===== src/rtl/neuron_alu_sequencer.sv =====
// Initiator-side sequencer that drives a shared combinational ALU to build a
// neuron dot product (MUL then ADD per pair) and a threshold compare (SLT).
// Every output is a flop loaded from the next-state decode, so the ALU sees
// operands that depend only on the current state, never on in_* or out_ready.
module neuron_alu_sequencer #(
   parameter int unsigned nBits   = 32,
   parameter int unsigned MAX_LEN = 16,
   parameter int unsigned CW      = $clog2(MAX_LEN + 1)
) (
   input  logic             clk,
   input  logic             rst_n,
   input  logic             in_valid,
   output logic             in_ready,
   input  logic [nBits-1:0] in_x,
   input  logic [nBits-1:0] in_w,
   input  logic             in_last,
   input  logic [nBits-1:0] threshold,
   output logic [2:0]       alu_ctrl,
   output logic [nBits-1:0] alu_src_a,
   output logic [nBits-1:0] alu_src_b,
   input  logic [nBits-1:0] alu_result,
   output logic             out_valid,
   input  logic             out_ready,
   output logic [nBits-1:0] out_sum,
   output logic             out_fire,
   output logic [CW-1:0]    out_count
);

   localparam logic [2:0] OP_ADD = 3'b000;
   localparam logic [2:0] OP_MUL = 3'b001;
   localparam logic [2:0] OP_SLT = 3'b010;

   typedef enum logic [2:0] {
      S_ACCEPT = 3'd0,
      S_MUL    = 3'd1,
      S_ADD    = 3'd2,
      S_CMP    = 3'd3,
      S_OUT    = 3'd4
   } state_t;

   state_t           state, state_n;
   logic [nBits-1:0] acc, acc_n;
   logic [nBits-1:0] prod, prod_n;
   logic [nBits-1:0] x_reg, x_reg_n;
   logic [nBits-1:0] w_reg, w_reg_n;
   logic [nBits-1:0] thr_reg, thr_reg_n;
   logic [CW-1:0]    count, count_n;
   logic             fire, fire_n;
   logic             last_eff, last_eff_n;

   logic             in_ready_n;
   logic             out_valid_n;
   logic [2:0]       alu_ctrl_n;
   logic [nBits-1:0] alu_src_a_n;
   logic [nBits-1:0] alu_src_b_n;
   logic [nBits-1:0] out_sum_n;
   logic             out_fire_n;
   logic [CW-1:0]    out_count_n;

   // Next-state, datapath update and next-output decode
   always_comb begin
      state_n    = state;
      acc_n      = acc;
      prod_n     = prod;
      x_reg_n    = x_reg;
      w_reg_n    = w_reg;
      thr_reg_n  = thr_reg;
      count_n    = count;
      fire_n     = fire;
      last_eff_n = last_eff;

      in_ready_n  = 1'b0;
      out_valid_n = 1'b0;
      alu_ctrl_n  = OP_ADD;
      alu_src_a_n = '0;
      alu_src_b_n = '0;
      out_sum_n   = '0;
      out_fire_n  = 1'b0;
      out_count_n = '0;

      case (state)
         S_ACCEPT: begin
            if (in_valid && in_ready) begin
               x_reg_n    = in_x;
               w_reg_n    = in_w;
               // The MAX_LEN-th pair closes the vector even without in_last
               last_eff_n = in_last | (count == CW'(MAX_LEN - 1));
               if (count == '0) begin
                  thr_reg_n = threshold;
               end
               count_n = count + CW'(1);
               state_n = S_MUL;
            end
         end
         S_MUL: begin
            prod_n  = alu_result;
            state_n = S_ADD;
         end
         S_ADD: begin
            acc_n   = alu_result;
            state_n = last_eff ? S_CMP : S_ACCEPT;
         end
         S_CMP: begin
            fire_n  = alu_result[0];
            state_n = S_OUT;
         end
         S_OUT: begin
            if (out_ready) begin
               acc_n   = '0;
               count_n = '0;
               state_n = S_ACCEPT;
            end
         end
         default: begin
            state_n = S_ACCEPT;
         end
      endcase

      // Outputs for the coming cycle are a pure function of the next state
      case (state_n)
         S_ACCEPT: begin
            in_ready_n = 1'b1;
         end
         S_MUL: begin
            alu_ctrl_n  = OP_MUL;
            alu_src_a_n = x_reg_n;
            alu_src_b_n = w_reg_n;
         end
         S_ADD: begin
            alu_ctrl_n  = OP_ADD;
            alu_src_a_n = acc_n;
            alu_src_b_n = prod_n;
         end
         S_CMP: begin
            alu_ctrl_n  = OP_SLT;
            alu_src_a_n = thr_reg_n;
            alu_src_b_n = acc_n;
         end
         S_OUT: begin
            out_valid_n = 1'b1;
            out_sum_n   = acc_n;
            out_fire_n  = fire_n;
            out_count_n = count_n;
         end
         default: begin
            in_ready_n = 1'b0;
         end
      endcase
   end

   // State, datapath and output registers
   always_ff @(posedge clk or negedge rst_n) begin
      if (!rst_n) begin
         state     <= S_ACCEPT;
         acc       <= '0;
         prod      <= '0;
         x_reg     <= '0;
         w_reg     <= '0;
         thr_reg   <= '0;
         count     <= '0;
         fire      <= 1'b0;
         last_eff  <= 1'b0;
         in_ready  <= 1'b1;
         out_valid <= 1'b0;
         alu_ctrl  <= OP_ADD;
         alu_src_a <= '0;
         alu_src_b <= '0;
         out_sum   <= '0;
         out_fire  <= 1'b0;
         out_count <= '0;
      end else begin
         state     <= state_n;
         acc       <= acc_n;
         prod      <= prod_n;
         x_reg     <= x_reg_n;
         w_reg     <= w_reg_n;
         thr_reg   <= thr_reg_n;
         count     <= count_n;
         fire      <= fire_n;
         last_eff  <= last_eff_n;
         in_ready  <= in_ready_n;
         out_valid <= out_valid_n;
         alu_ctrl  <= alu_ctrl_n;
         alu_src_a <= alu_src_a_n;
         alu_src_b <= alu_src_b_n;
         out_sum   <= out_sum_n;
         out_fire  <= out_fire_n;
         out_count <= out_count_n;
      end
   end

endmodule


===== config.mk =====
export PLATFORM = sky130hd
export DESIGN_NAME = neuron_alu_sequencer
export DESIGN_NICKNAME = d
export VERILOG_FILES = /design/src/rtl/neuron_alu_sequencer.sv
export SDC_FILE = /design/constraint.sdc
export NUM_CORES = 1
export LEC_CHECK = 0
export BUFFER_PORTS_ARGS = -buffer_cell sky130_fd_sc_hd__buf_2
export CAP_MARGIN = 20
export CORE_ASPECT_RATIO = 1.4
export CORE_MARGIN = 2
export CORE_UTILIZATION = 40
export CTS_CLUSTER_SIZE = 25
export DETAILED_ROUTE_END_ITERATION = 8
export PLACE_DENSITY = 0.71
export SLEW_MARGIN = 20
export SYNTH_ARGS = -nofsm -noshare
export SYNTH_HDL_FRONTEND = slang
export SYNTH_SLANG_ARGS = --single-unit

===== constraint.sdc =====
create_clock -name clk -period 2 [get_ports clk]
set_clock_uncertainty 0.05 [all_clocks]
set_input_delay 0.2 -clock clk [delete_from_list [all_inputs] [get_ports clk]]
set_output_delay 0.2 -clock clk [all_outputs]
set_load 0.01 [all_outputs]

# Word-level counts from Yosys, hierarchy flattened
# Index checks and enable logic that the tools add are counted.
# op_classes
n_addsub	1
eq_ne	9
mux	26
bitwise_logic	1
n_reduce_logical	5
# op_table
cell	count
$mux 32	10
$pmux 32 s3	2
$pmux 32 s2	1
$mux 5	3
$pmux 3 s5	1
$eq 3x2->1 const B	4
$pmux 5 s2	1
$eq 3x1->1 const B	2
$eq 3x3->1 const B	2
$logic_not 3->1	2
$mux 3	2
$add 5x1->5 const B	1
$eq 5x4->1 const B	1
$logic_not 5->1	1
$mux 1	4
$pmux 2 s2	1
$mux 2	1
$reduce_and 2->1	1
$logic_and 1x1->1	1
$or 1x1->1	1
# word_totals
regBits	277
output_inout_bits	107

# Longest topological paths before layout
# Gate-level depths: netlist of run 1.
# logic_depth
word_depth	5
mapped_depth	8
ltp_nobuf	5

# Worst setup path after synthesis of run 1
# OpenSTA, ideal clock, no wires.
# synth_path
path_type	register to register
start	register count[0]
end	register thr_reg[1]
setup_ps	125
t_arrival_ps	1813
t_required_ps	1825
setup_slack_ps	12
stages_incl_launch_ff	7
path_buffers	1
synth_period_minus_slack_ps	1988
path_cell_list	dfrtp_1 inv_1 ha_1 or4b_4 nor3_4 buf_6 mux2_2
# synth_between
elab_chain_len	4
# synth_lines
element	line_no	text
start, declared	47	logic [CW-1:0] count, count_n;
start signal, assigned	178	count <= count_n;
$logic_not 5->1	88	if (count == '0) begin
$mux 32	88	
$mux 32	83	if (in_valid && in_ready) begin
$mux 32	81	case (state)
via thr_reg_n[1]	46	logic [nBits-1:0] thr_reg, thr_reg_n;
end signal, assigned	177	thr_reg <= thr_reg_n;
end, declared	46	
# The timed path passes the listed nets, and every way through them passes these cells.
# A chain may end at the register's enable or synchronous reset.

# Final worst setup path of run 1
# layout_path
start	register count[0]
end	register thr_reg[17]
# Same word-level chain as after synthesis.

==> flow_summary.yaml, run 1 <==
place:
  pre_cts_slack_ns: 0.00908
  port_buffers: 238
  place.gp.congestion: 0.807
  dp_hpwl_mm: 15.4
route:
  vias: 6999
  drc: 0
  drt-vias-per-instance: 5.34
  routed_wl_mm: 24.5
  wl_per_cell_um: 18.7
  drt.antenna.violating_nets: 0
  drt-initial-drc-count: 465
  dr.pass1.iters: 5
sta:
  tns_ns: -0.331
  fmax_mhz: 495
  setup_violations: 32
  fin_crit_ns: 2.02
  hold_violations: 0
  final_max_slew_viol_count: 0
  rsz0062_at_grt: "yes"
  setup_ws_ns: -0.0217
  period_share_pct: 101
synthesis:
  synth.cell_area_um2: 7850
  synth_seq_cells: 180
  synth-async-reset-ratio_pct: 100
  yosysTopAreaCell: "dfrtp_1"
  syn-instance-count: 690
  netlist-cell-type-count: 43
  post-synth-top-count-cell: "dfrtp_1"
  synth_edf_count: 0
  synth_ff_type: "dfrtp_1"
  seq_area_frac_synth_pct: 57.4
  syn-num-nets: 826
  synth_common_cells: "dfrtp_1, clkbuf_1, nand2_1, inv_1, nor2_1"
  ys_top_cells_by_area: "dfrtp_1, mux2_2, a221o_1"
  yosys_warnings: 0
  synth_top_cell_area_share_pct: 57.1
  synth_area_per_cell_um2: 11.4
setup_path:
  critPathLaunchType: "register"
  worst_setup_path_end_kind: "register"
  crit_path_max_fanout: 16
  crit_slowest_cell: "or4b_4"
  critical_path.cell_chain: "inv_1 -> ha_1 -> or4b_4 -> nor3_4 -> buf_4 -> buf_12 -> mux2_2"
  critPathArrivalTime_ns: 2.28
  worstPathRequired_ns: 2.26
  path_delay_family: "simple AND/OR/NAND/NOR gates"
  path_buf_inv: 3
  crit_type: "reg2reg"
  slowest_delay_ns: 0.47
outcome:
  status: "complete, but fails checks"
  violations: "setup timing"
floorplan:
  io_pins: 240
  die_h_um: 170
  fp.dieArea_um2: 20800
  die_x_um: 122
  core_um2: 19200
  rows: 60
  initial_utilization_pct: 40.8
clocking:
  clock_latency_ns: 0.43
  clockRootBuffer: "clkbuf_16"
  cts_tree: "built"
  clkSinkCount: 180
  clockBufferDepth: 2
  clk_pin_slew_ns: 0.06
  cts_resized: 0
  h-tree-depth: 4
  cts_made_buffers: 17
final_layout:
  nets: 1182
  multiInputGateArea_um2: 2860
  fill_cells: 1610
  syn_to_final_growth_pct: 44.2
  regArea_um2: 4510
  final_layout_size_suffix_gt1_share_pct: 39.0
global_route:
  grt_pass1_wl_mm: 38.0
  antenna_found_initial: 3
  grt_max_degree: 65
  grt_remaining_overflow: 0
  grt_pass1_vias: 7225
  track_usage_pct: 23.8
worst_hold_path:
  hold_path.class: "in2reg"
power:
  internal-power_mw: 9.81
  pwr-share-seq_pct: 37.1
  pwr-share-comb_pct: 40.8
  p_switching_mw: 5.52
  power.density_nw_per_um2: 1350
  p_clk_share_pct: 22.1
  ir_drop_mv: 0.745
  switching_share_pct: 36.0
  leakagePower_nw: 5.81
run:
  drv_cap: 0
-- stage by stage --
step / utilization (%) / std cells / instance area [µm²] / hold WS, ns / power, mW
after floorplan: - / 690 / 7850 / -0.146 / 9.49
after global placement: 48.7 / 1141 / 9350 / 0.104 / 11.5
after detailed placement: 48.7 / 1141 / 9350 / 0.110 / 11.7
after CTS: 58.6 / 1302 / 11300 / 0.0852 / 15.3
after global routing: 58.9 / 1309 / 11300 / 0.110 / 16.3
final: 58.9 / 1310 / 11300 / 0.0973 / 15.3
-- cell type report --
class,count,area share (%)
flip-flops and latches,180,39.8
repair buffers,403,25.4
multi-input cells,404,25.3
clock buffers,21,4.25
well taps,248,2.74
inverters,40,1.33
clock inverters,10,1.07
diodes,4,0.0885
-- timing repair --
action,CTS,global route
hold endpoints to repair,136,0
buffers inserted,0,2
setup endpoints to repair,0,32
hold buffers,130,0
-- worst paths after layout --
check,from,end,slack [ns],depth (start not counted)
setup / recovery,count[0]$_DFF_PN0_,thr_reg[17]$_DFF_PN0_,-0.02,7
hold / removal,in_valid,count[3]$_DFF_PN0_,0.1,3
setup reg to reg,count[0]$_DFF_PN0_,thr_reg[17]$_DFF_PN0_,-0.02,7
hold reg to reg,thr_reg[7]$_DFF_PN0_,alu_src_a[7]$_DFF_PN0_,0.45,1
max in group asynchronous,rst_n,in_ready$_DFF_PN1_,0.95,3
min in group asynchronous,rst_n,out_sum[24]$_DFF_PN0_,0.21,2
-- power by group through the flow --
stage	registers (mW)	clock network, mW	logic (mW)
finish	5.68	3.39	6.26
global placement	5.68	0	5.83
floorplan	5.90	0	3.59
detailed placement	5.72	0	5.98
CTS	5.67	3.46	6.20
global route	5.84	3.60	6.87
-- cells by family (layout without fill, tap and decap cells) --
group | after synthesis | count (layout) | share of synthesized area, %
DFF | 180 | 180 | 57.4
AOI/OAI and AO/OA | 108 | 108 | 11.2
other | 1 | 5 | 0.0478
muxes | 34 | 34 | 4.86
buffers and inverters | 106 | 474 | 6.24
adders and majority gates | 3 | 3 | 0.479
and+or+nand+nor | 258 | 258 | 19.7
-- per-layer routing --
layer	track usage (%)	vias to the layer above	routed length, µm
met2	38.3	306	12400
li1	-	3149	-
met5	0	-	0
met3	4.64	83	1210
met1	29.7	3461	9780
met4	13.6	0	1130
-- placed cells by master (no fill, tap or decap), types with 2 or more instances in the layout --
| master | count |
|---|---|
| and2_1 | 35 |
| nand3_1 | 34 |
| buf_2 | 237 |
| a21oi_1 | 3 |
| mux2_2 | 32 |
| or2_2 | 32 |
| clkinv_4 | 3 |
| a221o_1 | 33 |
| dfrtp_1 | 176 |
| clkbuf_16 | 18 |
| clkbuf_8 | 5 |
| and3_1 | 2 |
| dfrtp_2 | 3 |
| bufinv_16 | 2 |
| o211ai_1 | 34 |
| nor2_1 | 36 |
| inv_1 | 37 |
| buf_4 | 26 |
| o2bb2ai_1 | 2 |
| nand2_1 | 40 |
| or4b_2 | 32 |
| clkinv_1 | 2 |
| o21ai_0 | 3 |
| buf_12 | 7 |
| dlygate4sd3_1 | 130 |
| nand4_1 | 32 |
| diode_2 | 4 |
| ha_1 | 3 |
| o21bai_1 | 32 |
| clkinv_2 | 3 |
-- worst min-delay path: stages --
cell and delay (ns):
buf_2 0.12, nand3_1 0.08, a221o_1 0.13
Note: power is estimated with default switching activity, not from simulation.
==> run 2: changes to the inputs <==
--- a/config.mk
+++ b/config.mk
@@ -13,6 +13,7 @@
 export CTS_CLUSTER_SIZE = 25
 export DETAILED_ROUTE_END_ITERATION = 8
 export PLACE_DENSITY = 0.71
+export SKIP_CTS_REPAIR_TIMING = 1
 export SLEW_MARGIN = 20
 export SYNTH_ARGS = -nofsm -noshare
 export SYNTH_HDL_FRONTEND = slang
==> flow_summary.yaml, run 2 (synthesized netlist as in run 1, its figures left out) <==
outcome:
  status: "complete, but fails checks"
  violations: "hold timing"
route:
  drc: 0
  drt-vias-per-instance: 5.25
  routed_wl_mm: 23.3
  dr.pass1.iters: 4
  vias: 6650
  drt-initial-drc-count: 418
  wl_per_cell_um: 18.4
  drt.antenna.violating_nets: 0
floorplan:
  die_h_um: 170
  rows: 60
  die_x_um: 122
  io_pins: 240
  initial_utilization_pct: 40.8
  fp.dieArea_um2: 20800
  core_um2: 19200
clocking:
  cts_tree: "built"
  cts_made_buffers: 17
  clkSinkCount: 180
  clock_latency_ns: 0.42
  h-tree-depth: 4
  clk_pin_slew_ns: 0.07
  clockRootBuffer: "clkbuf_16"
  clockBufferDepth: 2
place:
  dp_hpwl_mm: 15.4
  place.gp.congestion: 0.807
  pre_cts_slack_ns: 0.00908
  port_buffers: 238
  dpl-instance-area_um2: 9350
setup_path:
  critPathArrivalTime_ns: 2.25
  critPathLaunchType: "register"
  crit_type: "reg2reg"
  worstPathRequired_ns: 2.26
  crit_path_max_fanout: 32
  worst_setup_path_end_kind: "register"
final_layout:
  final_layout_size_suffix_gt1_share_pct: 40.3
  stdcell_area_um2: 10900
  syn_to_final_growth_pct: 38.7
  layout_commonest_cell: "buf_2"
  nets: 1140
  final_cell_mix: "buf_2, dfrtp_1, dlygate4sd3_1"
global_route:
  grt_pass1_vias: 6378
  track_usage_pct: 21.7
  grt_pass1_wl_mm: 34.4
  grt_max_degree: 65
  antenna_found_initial: 3
  grt_remaining_overflow: 0
sta:
  setup_ws_ns: 0.00484
  final_max_slew_viol_count: 0
  setup_violations: 0
  timing.hold.ws_ns: -0.0260
  fin_crit_ns: 2.00
  rsz0062_at_grt: "yes"
  hold_violations: 14
  fmax_mhz: 501
  period_share_pct: 99.8
worst_hold_path:
  hold_path.class: "in2reg"
power:
  ir_drop_mv: 0.733
  leakagePower_nw: 5.62
  power.density_nw_per_um2: 1400
run:
  drv_cap: 0
## run 2: per-layer routing
layer	vias up	part of all wire, %	wire (µm)	global-route usage (%)
met5	-	0.069	16	0
met4	2	3.1	726	9.70
met3	49	4.3	1010	3.66
met2	214	51	11800	34.3
met1	3328	42	9800	29.1
li1	3057	-	-	-
## run 2: metrics by stage
step | hold slack, ns | util [%] | cells | TNS, ns | power (mW)
floorplan | -0.146 | - | 690 | 0 | 9.49
global placement | 0.104 | 48.7 | 1141 | 0 | 11.5
detailed placement | 0.110 | 48.7 | 1141 | 0 | 11.7
CTS | -0.351 | 51.8 | 1172 | 0 | 15.1
global route | -0.00251 | 56.6 | 1266 | -1.22 | 16.2
finish | -0.0260 | 56.6 | 1266 | 0 | 15.2
## run 2: power by group
| group | leakage [nW] | internal (mW) | total [mW] | switching, mW |
|---|---|---|---|---|
| combinational | 2.96 | 2.76 | 6.16 | 3.40 |
| sequential | 2.36 | 5.02 | 5.68 | 0.664 |
| clock | 0.301 | 1.98 | 3.40 | 1.42 |
| total | 5.62 | 9.76 | 15.2 | 5.48 |
## run 2: final timing paths
check / slack [ns] / startpoint / depth (start not counted) / endpoint
worst max-delay path: 0.005 / count[0]$_DFF_PN0_ / 6 / thr_reg[11]$_DFF_PN0_
worst min-delay path: -0.03 / alu_result[18] / 3 / alu_src_b[18]$_DFF_PN0_
worst max register to register: 0.005 / count[0]$_DFF_PN0_ / 6 / thr_reg[11]$_DFF_PN0_
worst min register to register: 0.45 / thr_reg[16]$_DFF_PN0_ / 1 / alu_src_a[16]$_DFF_PN0_
max in group asynchronous: 0.95 / rst_n / 3 / in_ready$_DFF_PN1_
min in group asynchronous: 0.21 / rst_n / 2 / out_sum[24]$_DFF_PN0_
## run 2: layout make-up
type | instances | area, µm²
flip-flops and latches | 180 | 4510
multi-input cells | 404 | 2860
inverters | 40 | 150
diodes | 2 | 5.00
fillers | 1670 | 8340
well taps | 248 | 310
clock inverters | 10 | 121
clock buffers | 21 | 480
repair buffers | 361 | 2440
## run 2: critical path, stage by stage, from the launching register on
cell and delay (ns):
dfrtp_1 0.37, inv_1 0.08, ha_1 0.14, or4b_4 0.47
nor3_4 0.16, buf_12 0.23, mux2_2 0.37
==> run 3: changes to the inputs <==
--- a/config.mk
+++ b/config.mk
@@ -13,6 +13,8 @@
 export CTS_CLUSTER_SIZE = 25
 export DETAILED_ROUTE_END_ITERATION = 8
 export PLACE_DENSITY = 0.71
+export RECOVER_POWER = 100
+export REMOVE_ABC_BUFFERS = 1
 export SKIP_CTS_REPAIR_TIMING = 1
 export SLEW_MARGIN = 20
 export SYNTH_ARGS = -nofsm -noshare
==> flow_summary.yaml, run 3 (synthesized netlist as in run 1, its figures left out) <==
floorplan:
  die_x_um: 122
  initial_utilization_pct: 40.8
  rows: 60
  fp.dieArea_um2: 20800
  io_pins: 240
  core_um2: 19200
  die_h_um: 170
place:
  dpl-instance-area_um2: 9440
  dp_hpwl_mm: 15.6
  place.gp.congestion: 0.848
  port_buffers: 238
sta:
  rsz0062_at_grt: "yes"
  timing.hold.ws_ns: -0.0256
  fin_crit_ns: 2.04
  setup_violations: 23
  period_share_pct: 102
  slew_headroom_pct: 35.8
  hold_violations: 8
  worst_slew_pin_slew_ns: 0.963
  final_max_slew_viol_count: 0
  fmax_mhz: 490
  setup_ws_ns: -0.0409
power:
  p_switching_mw: 5.66
  ir_drop_mv: 0.598
  leakagePower_nw: 5.35
  power.density_nw_per_um2: 1390
  p_clk_share_pct: 23.0
  internal-power_mw: 9.73
  pwr-share-comb_pct: 40.2
  switching_share_pct: 36.8
  power_mw: 15.4
  pwr-share-seq_pct: 36.8
outcome:
  status: "complete, but fails checks"
  violations: "hold timing, setup timing"
setup_path:
  r2r_end: "thr_reg[28]$_DFF_PN0_"
  reg2reg_setup_slack_ns: -0.04
  critPathArrivalTime_ns: 2.30
  crit_path_max_fanout: 7
  crit_type: "reg2reg"
  r2r_start: "count[0]$_DFF_PN0_"
  worst_setup_path_end_kind: "register"
  worstRegToRegCells: 7
  critPathLaunchType: "register"
  worstPathRequired_ns: 2.26
route:
  dr.pass1.iters: 5
  drc: 0
  routed_wl_mm: 25.0
  wl_per_cell_um: 19.3
  drt-initial-drc-count: 453
  vias: 6914
  drt.antenna.violating_nets: 0
  drt-vias-per-instance: 5.34
clocking:
  h-tree-depth: 4
  clock_latency_ns: 0.42
  clockBufferDepth: 2
  cts_tree: "built"
  clk_pin_slew_ns: 0.07
  clkSinkCount: 180
  clockRootBuffer: "clkbuf_16"
  cts_made_buffers: 17
global_route:
  grt_remaining_overflow: 0
  track_usage_pct: 22.3
  antenna_found_initial: 1
  grt_pass1_wl_mm: 35.1
  grt_pass1_vias: 6546
  grt_max_degree: 69
worst_hold_path:
  hold_path.class: "in2reg"
  min_path_cells: 3
  hold_end: "alu_src_b[27]$_DFF_PN0_"
  min_from: "alu_result[27]"
final_layout:
  final_layout_size_suffix_gt1_share_pct: 29.9
  layout_commonest_cell: "dfrtp_1"
  regArea_um2: 4510
  final_cell_mix: "dfrtp_1, buf_2, dlygate4sd3_1"
  nets: 1168
  multiInputGateArea_um2: 2900
  fill_cells: 1688
  stdcell_area_um2: 11100
  syn_to_final_growth_pct: 40.9
run:
  drv_cap: 0
## run 3: cell types whose count changed in the layout (fill, tap and decap cells not counted), sizes merged
cell         delta
clkbuf        +114
clkinvlp        +1
dlygate4sd3    +17
inv             +1
bufinv          +1
diode           -1
buf           -105
## run 3: power groups by stage
stage,logic [mW],registers (mW),clock network [mW]
6_report,6.18,5.66,3.54
5_1_grt,6.79,5.81,3.74
2_1_floorplan,3.04,6.13,0
4_1_cts,6.13,5.61,3.61
3_5_place_dp,6.10,5.66,0
3_3_place_gp,5.95,5.62,0
## run 3: how the worst max path moves through the flow
stage | slack (ns) | from | end | depth (start not counted)
after global placement | 0.006 | count[0]$_DFF_PN0_ | thr_reg[20]$_DFF_PN0_ | 6
final | -0.04 | count[0]$_DFF_PN0_ | thr_reg[28]$_DFF_PN0_ | 7
after detailed placement | -0.03 | count[0]$_DFF_PN0_ | thr_reg[26]$_DFF_PN0_ | 6
after global routing | -0.11 | state[1]$_DFF_PN0_ | alu_src_b[18]$_DFF_PN0_ | 4
after CTS | -0.02 | count[0]$_DFF_PN0_ | thr_reg[26]$_DFF_PN0_ | 6
after floorplan | -2.68 | state[0]$_DFF_PN0_ | alu_src_a[0]$_DFF_PN0_ | 3
## run 3: cell type report
cell class              instances  share of cell area (%)
flip-flops and latches        180                    40.8
well taps                     248                    2.81
diodes                          1                  0.0226
inverters                      40                    1.36
clock buffers                  19                    4.10
clock inverters                13                    1.55
repair buffers                389                    23.2
multi-input cells             404                    26.2
## run 3: through the flow
stage	setup TNS (ns)	hold WS (ns)	std cells	utilization, %	setup WS, ns
2_1_floorplan	-275.11	-0.146	624	-	-2.68
3_3_place_gp	0	0.199	1149	49.1	0.00602
3_5_place_dp	-0.483	0.205	1149	49.1	-0.0317
4_1_cts	-0.265	-0.260	1181	52.4	-0.0241
5_1_grt	-4.35	-0.000167	1294	57.5	-0.115
6_report	-0.764	-0.0256	1294	57.5	-0.0409
## run 3: per-layer routing
metal	up-vias	share of wire (%)	track usage, %
li1	3118	-	-
met1	3427	39	27.1
met2	304	52	38.2
met3	65	6.2	5.01
met4	0	3.1	8.40
met5	-	0	0
## run 3: worst max-delay path, cell delays in order, from the launching register on
cell,delay [ns]
dfrtp_1,0.37
inv_1,0.07
ha_1,0.14
or4b_4,0.47
nor3_4,0.16
buf_6,0.15
buf_4,0.17
mux2_2,0.35
